$ cat src/rtl/qr_pkg.sv
// -----------------------------------------------------------------------------
// qr_pkg
// Shared definitions for the finder-pattern scanner.
//   - Widths derived from the default 480x480 frame (COORD_W, ADDR_W, RUN_W).
//   - run_len_t: run-length counter type at the default frame size.
//   - scan_state_t: scanner FSM states.
//   - Ratio constants for the 1:1:3:1:1 finder test, scaled by 14 so the
//     comparison stays in integer arithmetic.
// -----------------------------------------------------------------------------
package qr_pkg;

    localparam int unsigned DEFAULT_SIZE = 480;
    localparam int unsigned COORD_W      = $clog2(DEFAULT_SIZE);
    localparam int unsigned ADDR_W       = $clog2(DEFAULT_SIZE * DEFAULT_SIZE);
    localparam int unsigned RUN_W        = $clog2(DEFAULT_SIZE + 1);

    typedef logic [RUN_W-1:0] run_len_t;

    // Sum of five runs and all ratio products.
    localparam int unsigned TOTAL_W = 12;
    localparam int unsigned PROD_W  = 16;

    // Each run is compared as 14*r against multiples of the total T.
    localparam logic [PROD_W-1:0] RATIO_SCALE    = 16'd14;
    localparam logic [PROD_W-1:0] RATIO_SIDE_MAX = 16'd3;
    localparam logic [PROD_W-1:0] RATIO_CTR_MIN  = 16'd5;
    localparam logic [PROD_W-1:0] RATIO_CTR_MAX  = 16'd7;

    typedef enum logic [2:0] {
        IDLE      = 3'd0,
        ROW_SCAN  = 3'd1,
        ROW_DRAIN = 3'd2,
        COL_SCAN  = 3'd3,
        COL_DRAIN = 3'd4,
        DONE      = 3'd5
    } scan_state_t;

endpackage

$ cat src/rtl/finder_ratio_check.sv
// -----------------------------------------------------------------------------
// finder_ratio_check
// Five-entry history of closed runs plus the 1:1:3:1:1 ratio comparator.
// Up to two runs can close in one cycle (a colour change on the last pixel of
// a line closes the previous run and the one-pixel final run), so the history
// accepts a "change" close followed by an "end of line" close.
// Ports:
//   clk_i, rst_i          clock, asynchronous active-high reset
//   restart_i             first pixel of a line: history is discarded
//   close_i/_len_i/_dark_i  run closed by a colour change
//   end_i/_len_i/_dark_i    run closed by the end of the line
//   hit_o                 combinational pulse: a dark close completed a finder ratio
// -----------------------------------------------------------------------------
module finder_ratio_check
    import qr_pkg::*;
#(
    parameter int unsigned RUN_W_P = RUN_W,
    parameter int unsigned MIN_T   = 7
) (
    input  logic               clk_i,
    input  logic               rst_i,
    input  logic               restart_i,
    input  logic               close_i,
    input  logic [RUN_W_P-1:0] close_len_i,
    input  logic               close_dark_i,
    input  logic               end_i,
    input  logic [RUN_W_P-1:0] end_len_i,
    input  logic               end_dark_i,
    output logic               hit_o
);

    typedef struct packed {
        logic               vld;
        logic               dark;
        logic [RUN_W_P-1:0] len;
    } run_t;

    // Entry 0 is the newest run (r5), entry 4 the oldest (r1).
    typedef run_t [4:0] hist_t;

    hist_t hist_q;
    hist_t hist_d;
    hist_t hist_base_s;
    hist_t hist_a_s;
    hist_t hist_b_s;

    // A light run arriving into an empty history is the leading light run
    // of the line and is dropped.
    function automatic hist_t push(input hist_t h, input logic [RUN_W_P-1:0] len,
                                   input logic dark);
        hist_t r;
        if (dark || h[0].vld) begin
            r[4:1] = h[3:0];
            r[0]   = '{vld: 1'b1, dark: dark, len: len};
        end else begin
            r = h;
        end
        return r;
    endfunction

    function automatic logic side_ok(input logic [RUN_W_P-1:0] len,
                                     input logic [TOTAL_W-1:0] t);
        logic [PROD_W-1:0] p;
        logic [PROD_W-1:0] tt;
        p  = RATIO_SCALE * PROD_W'(len);
        tt = PROD_W'(t);
        return (p >= tt) && (p <= RATIO_SIDE_MAX * tt);
    endfunction

    function automatic logic centre_ok(input logic [RUN_W_P-1:0] len,
                                       input logic [TOTAL_W-1:0] t);
        logic [PROD_W-1:0] p;
        logic [PROD_W-1:0] tt;
        p  = RATIO_SCALE * PROD_W'(len);
        tt = PROD_W'(t);
        return (p >= RATIO_CTR_MIN * tt) && (p <= RATIO_CTR_MAX * tt);
    endfunction

    function automatic logic ratio_ok(input hist_t h);
        logic               shape;
        logic [TOTAL_W-1:0] t;
        shape = h[0].vld && h[1].vld && h[2].vld && h[3].vld && h[4].vld &&
                h[0].dark && !h[1].dark && h[2].dark && !h[3].dark && h[4].dark;
        t = TOTAL_W'(h[0].len) + TOTAL_W'(h[1].len) + TOTAL_W'(h[2].len) +
            TOTAL_W'(h[3].len) + TOTAL_W'(h[4].len);
        return shape && (t >= TOTAL_W'(MIN_T)) &&
               side_ok(h[4].len, t) && side_ok(h[3].len, t) &&
               centre_ok(h[2].len, t) &&
               side_ok(h[1].len, t) && side_ok(h[0].len, t);
    endfunction

    // History update for this cycle and hit evaluation on each dark close.
    always_comb begin
        hist_base_s = restart_i ? '0 : hist_q;
        hist_a_s    = close_i ? push(hist_base_s, close_len_i, close_dark_i) : hist_base_s;
        hist_b_s    = end_i ? push(hist_a_s, end_len_i, end_dark_i) : hist_a_s;
        hist_d      = hist_b_s;
        hit_o       = (close_i && close_dark_i && ratio_ok(hist_a_s)) ||
                      (end_i && end_dark_i && ratio_ok(hist_b_s));
    end

    // History register.
    always_ff @(posedge clk_i or posedge rst_i) begin
        if (rst_i) begin
            hist_q <= '0;
        end else begin
            hist_q <= hist_d;
        end
    end

endmodule

$ cat src/rtl/finder_scan.sv
// -----------------------------------------------------------------------------
// finder_scan
// Scans a binarized SIZE x SIZE frame buffer row-major then column-major and
// flags every row/column that contains a 1:1:3:1:1 finder ratio.
// Ports:
//   clk_in, rst_in   clock, asynchronous active-high reset
//   start_scan       start request, sampled only in IDLE
//   pixel_addr       frame-buffer read address row*SIZE+col
//   pixel_data       pixel (1 = dark), READ_LATENCY cycles after pixel_addr
//   horz_patterns    bit r set when row r holds a finder ratio
//   vert_patterns    bit c set when column c holds a finder ratio
//   patterns_valid   one-cycle pulse, both vectors final
//   busy             high outside IDLE
//   horz_count, vert_count  set-bit counts of the vectors (only with the
//                    FINDER_SCAN_COUNT_EN macro defined)
// -----------------------------------------------------------------------------
module finder_scan
    import qr_pkg::*;
#(
    parameter int unsigned SIZE         = 480,
    parameter int unsigned READ_LATENCY = 2,
    parameter int unsigned MIN_T        = 7
) (
    input  logic                          clk_in,
    input  logic                          rst_in,
    input  logic                          start_scan,
    output logic [$clog2(SIZE*SIZE)-1:0]  pixel_addr,
    input  logic                          pixel_data,
    output logic [SIZE-1:0]               horz_patterns,
    output logic [SIZE-1:0]               vert_patterns,
    output logic                          patterns_valid,
`ifdef FINDER_SCAN_COUNT_EN
    output logic [$clog2(SIZE+1)-1:0]     horz_count,
    output logic [$clog2(SIZE+1)-1:0]     vert_count,
`endif
    output logic                          busy
);

    localparam int unsigned A_W   = $clog2(SIZE * SIZE);
    localparam int unsigned C_W   = $clog2(SIZE);
    localparam int unsigned R_W   = $clog2(SIZE + 1);
    localparam int unsigned D_W   = $clog2(READ_LATENCY + 1);
    // Tag layout: {valid, vertical pass, first, last, line index}
    localparam int unsigned TAG_W = C_W + 4;

    scan_state_t state_q, state_d;
    logic [C_W-1:0]   row_q, row_d, col_q, col_d;
    logic [D_W-1:0]   drain_q, drain_d;
    logic [A_W-1:0]   addr_d;
    logic             busy_d, valid_d;
    logic             start_accept_s, scan_last_s, drain_last_s;
    logic [TAG_W-1:0] tag_issue_s;
    logic [TAG_W-1:0] tag_pipe_q [READ_LATENCY];
    logic             al_valid_s, al_vert_s, al_first_s, al_last_s;
    logic [C_W-1:0]   al_line_s;
    logic [R_W-1:0]   run_len_q, run_len_d;
    logic             run_dark_q, run_dark_d;
    logic             restart_s, close_s, end_s, hit_s;
    logic [R_W-1:0]   close_len_s, end_len_s;
    logic             close_dark_s, end_dark_s;
    logic [SIZE-1:0]  horz_d, vert_d;

    assign start_accept_s = (state_q == IDLE) && start_scan;
    assign scan_last_s    = (row_q == C_W'(SIZE - 1)) && (col_q == C_W'(SIZE - 1));
    assign drain_last_s   = (drain_q == D_W'(READ_LATENCY - 1));

    // State register.
    always_ff @(posedge clk_in or posedge rst_in) begin
        if (rst_in) begin
            state_q <= IDLE;
        end else begin
            state_q <= state_d;
        end
    end

    // Next-state logic.
    always_comb begin
        state_d = state_q;
        case (state_q)
            IDLE:      state_d = start_scan   ? ROW_SCAN  : IDLE;
            ROW_SCAN:  state_d = scan_last_s  ? ROW_DRAIN : ROW_SCAN;
            ROW_DRAIN: state_d = drain_last_s ? COL_SCAN  : ROW_DRAIN;
            COL_SCAN:  state_d = scan_last_s  ? COL_DRAIN : COL_SCAN;
            COL_DRAIN: state_d = drain_last_s ? DONE      : COL_DRAIN;
            DONE:      state_d = IDLE;
            default:   state_d = IDLE;
        endcase
    end

    // Output decode from the next state so the registered outputs line up
    // with the state register.
    always_comb begin
        busy_d  = 1'b1;
        valid_d = 1'b0;
        case (state_d)
            IDLE:    busy_d  = 1'b0;
            DONE:    valid_d = 1'b1;
            default: busy_d  = 1'b1;
        endcase
    end

    // Scan counters, address and the tag issued with each address.
    // ROW_SCAN steps col fastest, COL_SCAN steps row fastest; both wrap to
    // (0,0) after the last pixel so the next pass starts clean.
    always_comb begin
        row_d       = row_q;
        col_d       = col_q;
        tag_issue_s = '0;
        case (state_q)
            IDLE: begin
                if (start_scan) begin
                    row_d = '0;
                    col_d = '0;
                end else begin
                    row_d = row_q;
                end
            end
            ROW_SCAN: begin
                tag_issue_s = {1'b1, 1'b0, (col_q == '0), (col_q == C_W'(SIZE - 1)), row_q};
                if (col_q == C_W'(SIZE - 1)) begin
                    col_d = '0;
                    row_d = (row_q == C_W'(SIZE - 1)) ? '0 : row_q + C_W'(1);
                end else begin
                    col_d = col_q + C_W'(1);
                end
            end
            COL_SCAN: begin
                tag_issue_s = {1'b1, 1'b1, (row_q == '0), (row_q == C_W'(SIZE - 1)), col_q};
                if (row_q == C_W'(SIZE - 1)) begin
                    row_d = '0;
                    col_d = (col_q == C_W'(SIZE - 1)) ? '0 : col_q + C_W'(1);
                end else begin
                    row_d = row_q + C_W'(1);
                end
            end
            default: begin
                row_d = row_q;
            end
        endcase
        if (((state_q == ROW_DRAIN) || (state_q == COL_DRAIN)) && !drain_last_s) begin
            drain_d = drain_q + D_W'(1);
        end else begin
            drain_d = '0;
        end
        addr_d = A_W'(row_d) * A_W'(SIZE) + A_W'(col_d);
    end

    // Counter, address and status registers.
    always_ff @(posedge clk_in or posedge rst_in) begin
        if (rst_in) begin
            row_q          <= '0;
            col_q          <= '0;
            drain_q        <= '0;
            pixel_addr     <= '0;
            busy           <= 1'b0;
            patterns_valid <= 1'b0;
        end else begin
            row_q          <= row_d;
            col_q          <= col_d;
            drain_q        <= drain_d;
            pixel_addr     <= addr_d;
            busy           <= busy_d;
            patterns_valid <= valid_d;
        end
    end

    // Tag delay line: the last stage lines up with pixel_data.
    always_ff @(posedge clk_in or posedge rst_in) begin
        if (rst_in) begin
            for (int i = 0; i < READ_LATENCY; i++) begin
                tag_pipe_q[i] <= '0;
            end
        end else begin
            tag_pipe_q[0] <= tag_issue_s;
            for (int i = 1; i < READ_LATENCY; i++) begin
                tag_pipe_q[i] <= tag_pipe_q[i-1];
            end
        end
    end

    assign al_valid_s = tag_pipe_q[READ_LATENCY-1][C_W+3];
    assign al_vert_s  = tag_pipe_q[READ_LATENCY-1][C_W+2];
    assign al_first_s = tag_pipe_q[READ_LATENCY-1][C_W+1];
    assign al_last_s  = tag_pipe_q[READ_LATENCY-1][C_W];
    assign al_line_s  = tag_pipe_q[READ_LATENCY-1][C_W-1:0];

    // Run tracker: extends the current run or closes it on a colour change;
    // the last pixel of a line additionally closes whatever run is open.
    always_comb begin
        run_len_d    = run_len_q;
        run_dark_d   = run_dark_q;
        restart_s    = 1'b0;
        close_s      = 1'b0;
        close_len_s  = run_len_q;
        close_dark_s = run_dark_q;
        end_s        = 1'b0;
        end_len_s    = run_len_q;
        end_dark_s   = run_dark_q;
        if (al_valid_s) begin
            restart_s = al_first_s;
            if (al_first_s) begin
                run_len_d  = R_W'(1);
                run_dark_d = pixel_data;
            end else if (pixel_data == run_dark_q) begin
                run_len_d = (run_len_q == R_W'(SIZE)) ? run_len_q : run_len_q + R_W'(1);
            end else begin
                close_s    = 1'b1;
                run_len_d  = R_W'(1);
                run_dark_d = pixel_data;
            end
            end_s      = al_last_s;
            end_len_s  = run_len_d;
            end_dark_s = run_dark_d;
        end else begin
            restart_s = 1'b0;
        end
    end

    // Run tracker registers.
    always_ff @(posedge clk_in or posedge rst_in) begin
        if (rst_in) begin
            run_len_q  <= '0;
            run_dark_q <= 1'b0;
        end else begin
            run_len_q  <= run_len_d;
            run_dark_q <= run_dark_d;
        end
    end

    finder_ratio_check #(
        .RUN_W_P (R_W),
        .MIN_T   (MIN_T)
    ) u_ratio (
        .clk_i        (clk_in),
        .rst_i        (rst_in),
        .restart_i    (restart_s),
        .close_i      (close_s),
        .close_len_i  (close_len_s),
        .close_dark_i (close_dark_s),
        .end_i        (end_s),
        .end_len_i    (end_len_s),
        .end_dark_i   (end_dark_s),
        .hit_o        (hit_s)
    );

    // Sticky hit vectors, cleared when a scan is accepted.
    always_comb begin
        horz_d = horz_patterns;
        vert_d = vert_patterns;
        if (start_accept_s) begin
            horz_d = '0;
            vert_d = '0;
        end else if (hit_s && al_vert_s) begin
            vert_d[al_line_s] = 1'b1;
        end else if (hit_s) begin
            horz_d[al_line_s] = 1'b1;
        end else begin
            horz_d = horz_patterns;
        end
    end

    // Hit vector registers.
    always_ff @(posedge clk_in or posedge rst_in) begin
        if (rst_in) begin
            horz_patterns <= '0;
            vert_patterns <= '0;
        end else begin
            horz_patterns <= horz_d;
            vert_patterns <= vert_d;
        end
    end

`ifdef FINDER_SCAN_COUNT_EN
    // Counts step only when a hit sets a bit that was still clear, so they
    // stay equal to the popcount and are final together with the vectors.
    always_ff @(posedge clk_in or posedge rst_in) begin
        if (rst_in) begin
            horz_count <= '0;
            vert_count <= '0;
        end else if (start_accept_s) begin
            horz_count <= '0;
            vert_count <= '0;
        end else if (hit_s && al_vert_s && !vert_patterns[al_line_s]) begin
            vert_count <= vert_count + R_W'(1);
        end else if (hit_s && !al_vert_s && !horz_patterns[al_line_s]) begin
            horz_count <= horz_count + R_W'(1);
        end else begin
            horz_count <= horz_count;
        end
    end
`endif

endmodule

$ cat config.mk
export PLATFORM = sky130hd
export DESIGN_NAME = finder_scan
export DESIGN_NICKNAME = d
export VERILOG_FILES = /design/src/rtl/qr_pkg.sv /design/src/rtl/finder_ratio_check.sv /design/src/rtl/finder_scan.sv
export SDC_FILE = /design/constraint.sdc
export NUM_CORES = 2
export LEC_CHECK = 0
export BUFFER_PORTS_ARGS = -buffer_cell sky130_fd_sc_hd__buf_2
export CAP_MARGIN = 20
export CORE_MARGIN = 2
export CORE_UTILIZATION = 26
export DETAILED_ROUTE_END_ITERATION = 16
export PLACE_DENSITY = 0.49
export SYNTH_ARGS = -nofsm -noshare
export SYNTH_HDL_FRONTEND = slang
export SYNTH_SLANG_ARGS = --single-unit
$ cat constraint.sdc
create_clock -name clk_in -period 88.2 [get_ports clk_in]
set_input_delay 0 -clock clk_in [delete_from_list [all_inputs] [get_ports clk_in]]
set_output_delay 0 -clock clk_in [all_outputs]
set_load 0.01 [all_outputs]
# Yosys cells after proc, flatten, opt, wreduce, memory -nomap -nowiden

Cells that the tools add are included.

Input bits: 4
Word-level logic and storage cells: 202
Output and inout port bits: 980
Flip-flop bits (word level): 1,094

Eq/ne operators: 11
Bitwise operators: 2
Magnitude comparators: 24
$add $sub $neg: 13
Multipliers: 17
Multiplexer cells: 42
Reduce and logical (&&, ||, !) cells: 65

Operators by type and width:

| cell                                                                                  | number |
|---|---|
| 480-bit two-way mux                                                                   | 5 |
| 480-bit OR                                                                            | 2 |
| 55-bit two-way mux                                                                    | 5 |
| 3-bit by 9-bit multiplier with 12-bit output (first input constant)                   | 10 |
| 13-bit by 14-bit less-or-equal comparator with 1-bit output                           | 8 |
| 13-bit by 12-bit greater-or-equal comparator with 1-bit output                        | 8 |
| 9-bit two-way mux                                                                     | 10 |
| 12-bit by 9-bit adder with 12-bit output                                              | 6 |
| 3-bit by 12-bit multiplier with 15-bit output (first input constant)                  | 4 |
| 9-bit one-hot mux with 3 select lines                                                 | 2 |
| 1-bit logical AND                                                                     | 49 |
| 13-bit by 15-bit greater-or-equal comparator with 1-bit output                        | 2 |
| 13-bit by 15-bit less-or-equal comparator with 1-bit output                           | 2 |
| 2-bit by 12-bit multiplier with 14-bit output (first input constant)                  | 2 |
| 9-bit by 1-bit adder with 9-bit output (second input constant)                        | 3 |
| 9-bit equality test (second input constant)                                           | 3 |
| 13-bit one-hot mux with 2 select lines                                                | 1 |
| 12-bit by 3-bit greater-or-equal comparator with 1-bit output (second input constant) | 2 |
| 9-bit by 9-bit adder with 10-bit output                                               | 2 |
| 18-bit by 9-bit adder with 18-bit output                                              | 1 |
| 9-bit zero test                                                                       | 2 |
| 3-bit one-hot mux with 5 select lines                                                 | 1 |
| 1-bit two-way mux                                                                     | 14 |
| 9-bit by 4-bit multiplier with 13-bit output (second input constant)                  | 1 |
| other kinds (17)                                                                      | 29 |

# Logic depth before layout (Yosys ltp)

Word-level depth: 28
Depth in mapped cells: 50
Gate-level depth less buffers: 45

# Modules after synthesis

Synthesis repeated with hierarchy kept, for this count alone.

Cells, all modules: 6,017
Area total of the unflattened synthesis: 58,140.8 sq um

Modules (own cells, without submodules):

| module             | cells an instance | area each (sq um) | sequential area each (sq um) | times used |
|---|---|---|---|---|
| finder_scan        | 3,726             | 38,665.8          | 25,874.8                     | 1 |
| finder_ratio_check | 2,291             | 19,474.9          | 1,376.3                      | 1 |

# Least setup slack after synthesis

Ideal clock, no wire load.

Path kind: flip-flop to flip-flop
Start point: register run_dark_q (netlist: close_dark_s)
End point: register horz_patterns[341]
Period minus slack after synthesis: 10,546 ps
Arrival time: 10,450 ps
Setup slack: 77,654 ps
Path buffers: 7
Setup time: 96 ps
Stages on the path, launching flop included: 49
Data required time: 88,104 ps
Cell sequence: dfrtp_1 -> inv_1 -> ha_1 -> o21ba_2 -> and2_1 -> buf_2 -> buf_2 -> buf_1 -> clkbuf_1 -> a21oi_1 -> a21oi_1 -> ha_1 -> inv_1 -> o21bai_1 -> a21oi_1 -> xnor2_1 -> fa_1 -> inv_1 -> [13 not listed] -> a21oi_1 -> o21ai_0 -> nand2b_1 -> a21oi_1 -> xor2_1 -> ha_1 -> a211o_1 -> a221oi_1 -> o21ai_0 -> o211ai_1 -> nor4_1 -> a221o_1 -> nor4_1 -> a32oi_1 -> buf_4 -> buf_6 -> buf_2 -> o31ai_1

RTL lines:

| what                   | RTL line           | source |
|---|---|---|
| start, declared        | finder_scan.sv:57  | `logic run_dark_q, run_dark_d;` |
| start signal, assigned | finder_scan.sv:226 | `run_dark_q <= run_dark_d;` |
| end signal, assigned   | finder_scan.sv:268 | `horz_patterns <= horz_d;` |
| end, declared          | finder_scan.sv:29  | `output logic [SIZE-1:0] horz_patterns,` |

==> flow_summary.toml <==
[yosys]
synthSimpleGateAreaFrac_pct = 11.02
synth.top_cell.area_share_pct = 45.49
syn_inst = 5921
synth_edf_count = 0
synth.distinct_cells = 84
synthFlopType = "dfrtp_1"
synth_xor_area_share_pct = 2.561
mappedNetlistArea_mm2 = 0.05990
synthMuxAreaShare_pct = 0.3238
ys_warn_count = 0
synth_fa_ha_area_share_pct = 16.20
ys_seq_area_share_pct = 45.49
synth_top_family_by_area = "compound AO/OA/AOI/OAI gates"
synth_compound_area_share_pct = 19.57
synth.top_cells.by_area = "dfrtp_1, o31ai_1, ha_1"
ys_async_sr_fraction_pct = 100.0
synth_nets = 6594
syn_area_per_cell_um2 = 10.12
yosys.area.top_type = "dfrtp_1"
ys_ff_latch = 1089

[cts]
cts_max_level = 3
cts_hold_buf = 4
cts-root-buf = "clkbuf_16"
cts_tree = "done"
clk_latency_ns = 0.82
post-cts-setup-buffers = 0
clk_pin_slew_ns = 0.06
cts_resized = 0
cts.sinks = 1089
clk_path_buf_depth = 3
numCtsBuffers = 119

[global_route]
track_usage_pct = 20.63
antenna_found_initial = 11
grt-ovfl-total = 0
grt_pass1_vias = 48704
grt_pass1_wl_um = 359600
grt_max_degree = 233

[sta]
setup_viol = 0
tns_ns = 0
skew_ns = 0.1211
max_freq_ghz = 0.06343
rsz0062_at_grt = "false"
fin_crit_ns = 15.76
drv_slew = 0
hold_viol_final = 0
fin_crit_sh_pct = 17.87
max_slew.worst_pin.slew_ns = 1.164
relSlewSlack_pct = 22.37

[run_status]
status = "finished clean"

[critical_path]
slowest_stage = "buf_4"
crit_start = "close_dark_s"
crit_path_end_kind = "register"
path_common_cell = "inv_1"
crit_arrival_ns = 16.33
slowest_delay_ns = 0.87
crit_type = "register to register"
required_ns = 88.77
r2r-start = "close_dark_s"
start_kind = "register"
cp_max_fo = 232

[cells_and_area]
multi_input_area_mm2 = 0.02994
area_growth_syn_to_layout_pct = 20.49
fin_util_pct = 31.45
design_area_mm2 = 0.07217
nNetsFinal = 7386
layout_commonest_cell = "nand2_1"
instances_no_fill = 9844
regArea_mm2 = 0.02725
fill_cells = 23840
layout_common_cells = "nand2_1, dfrtp_1, buf_2"
drive_above_1_share_pct = 20.26

[placed_design]
hpwlAfterDp_um = 180000
port_buffers = 983
place_area_mm2 = 0.06793
gp_congestion = 0.8946
dpl.cell_count = 9608

[hold_path]
worstHoldStart = "tag_pipe_q[19]"
hp-class = "register to register"

[floorplanning]
start_util_pct = 26.11
rows = 176
dieArea_mm2 = 0.2342
io_pins = 984
core_mm2 = 0.2295
fp.dieW_um = 484.0
die_h_um = 484.0

[pwr]
leakage_uw = 0.03623
total_power_uw = 3647
power_density_mw_per_mm2 = 50.53
ir_worst_vdd_mv = 0.09027

[route]
drt_iter0_drc = 4253
viasPerCell = 5.071
num_vias = 49921
final_antenna_net_count = 0
wire_per_inst_um = 25.42
dr.pass1.iters = 6
wirelength_um = 250200
post-route-drc-count = 0

[run]
maxCapViolations = 0
## per-layer routing
layer  GRT usage (%)  part of all wire (%)  vias up  routed length, um
li1                -                     -    22604                  -
met1           27.17                    43    25365             108200
met2           33.50                    47     1601             117300
met3           3.630                   5.7      351              14290
met4           8.200                   4.2        0              10440
met5               0                     0        -                  0
## final timing paths
| kind | to | slack, ns | cells after the start |
|---|---|---|---|
| worst min register to register | al_line_s[6] | 0.35 | 0 |
| worst min-delay path | al_line_s[6] | 0.35 | 0 |
| min in group asynchronous | horz_patterns[284] | 0.51 | 4 |
| worst max register to register | vert_patterns[274] | 72.44 | 44 |
| max in group asynchronous | vert_patterns[14] | 82.84 | 10 |
| worst max-delay path | vert_patterns[274] | 72.44 | 44 |
## kinds of logic after synthesis
group | after synthesis
flip-flops | 1089
multiplexers | 19
adder cells (fa/ha/maj) | 675
AO/OA/AOI/OAI | 1659
AND/OR/NAND/NOR | 1583
buffers and inverters | 723
XOR/XNOR | 173
## where the power goes
group / internal [uW] / switching, uW
logic: 1050 / 1560
registers: 506 / 5.61
clock network: 298 / 224
## metrics by stage
step | hold WS (ns) | setup slack [ns]
2_1_floorplan | 0.3131 | 57.54
3_3_place_gp | 0.1940 | 72.60
3_5_place_dp | 0.1890 | 72.48
4_1_cts | 0.3484 | 72.51
5_1_grt | 0.3579 | 71.46
6_report | 0.3469 | 72.44
## synth_stat cells (all sizes together), types with 6 or more instances
master   instances
nand2         1145
nor3b            9
clkbuf         328
mux2i           19
nand4           27
o21ai          131
o2111ai          7
xnor2          117
and2             8
nand2b          26
nor4            15
nand3           39
or3             13
a21oi          224
o211ai          16
or4              8
and3            30
a211oi          29
nand3b           9
o21a            38
o22ai           10
dfrtp         1089
ha             499
a221oi           7
nor2           177
nor2b           36
fa             170
xor2            56
a21boi          13
a22oi           15
maj3             6
a31oi            9
a21o            63
a22o            22
buf            115
inv            279
nor3            22
o31ai          970
o21bai          46
a211o           10
## cell type report
cell class,instances,area share [%]
Multi-Input combinational cell,4109,41.48
Sequential cell,1089,37.76
Timing Repair Buffer,1114,8.387
Inverter,280,1.467
Tap cell,3026,5.246
Clock buffer,176,4.825
Clock inverter,44,0.8217
Antenna cell,6,0.02080
## flip-flops by register name, summed over array words and instances, names as in the netlist, 2 cells and up, named ones only
name            flops
close_len_s         9
tag_pipe_q         13
row_q               9
horz_patterns     480
drain_q             2
al_line_s           9
col_q               4
u_ratio.hist_q     55
vert_patterns     480
pixel_addr         13
state_q             3
## worst max-delay path: cells and delay by family, from the launching register on
family	cells	cell delay [ns]
AO/OA/AOI/OAI	16	4.57
buffers and inverters	10	4.27
adder cells (fa/ha/maj)	8	3.09
AND/OR/NAND/NOR	7	1.81
XOR/XNOR	3	0.98
flip-flops	1	0.41
Note: power is estimated with default switching activity, not from simulation.
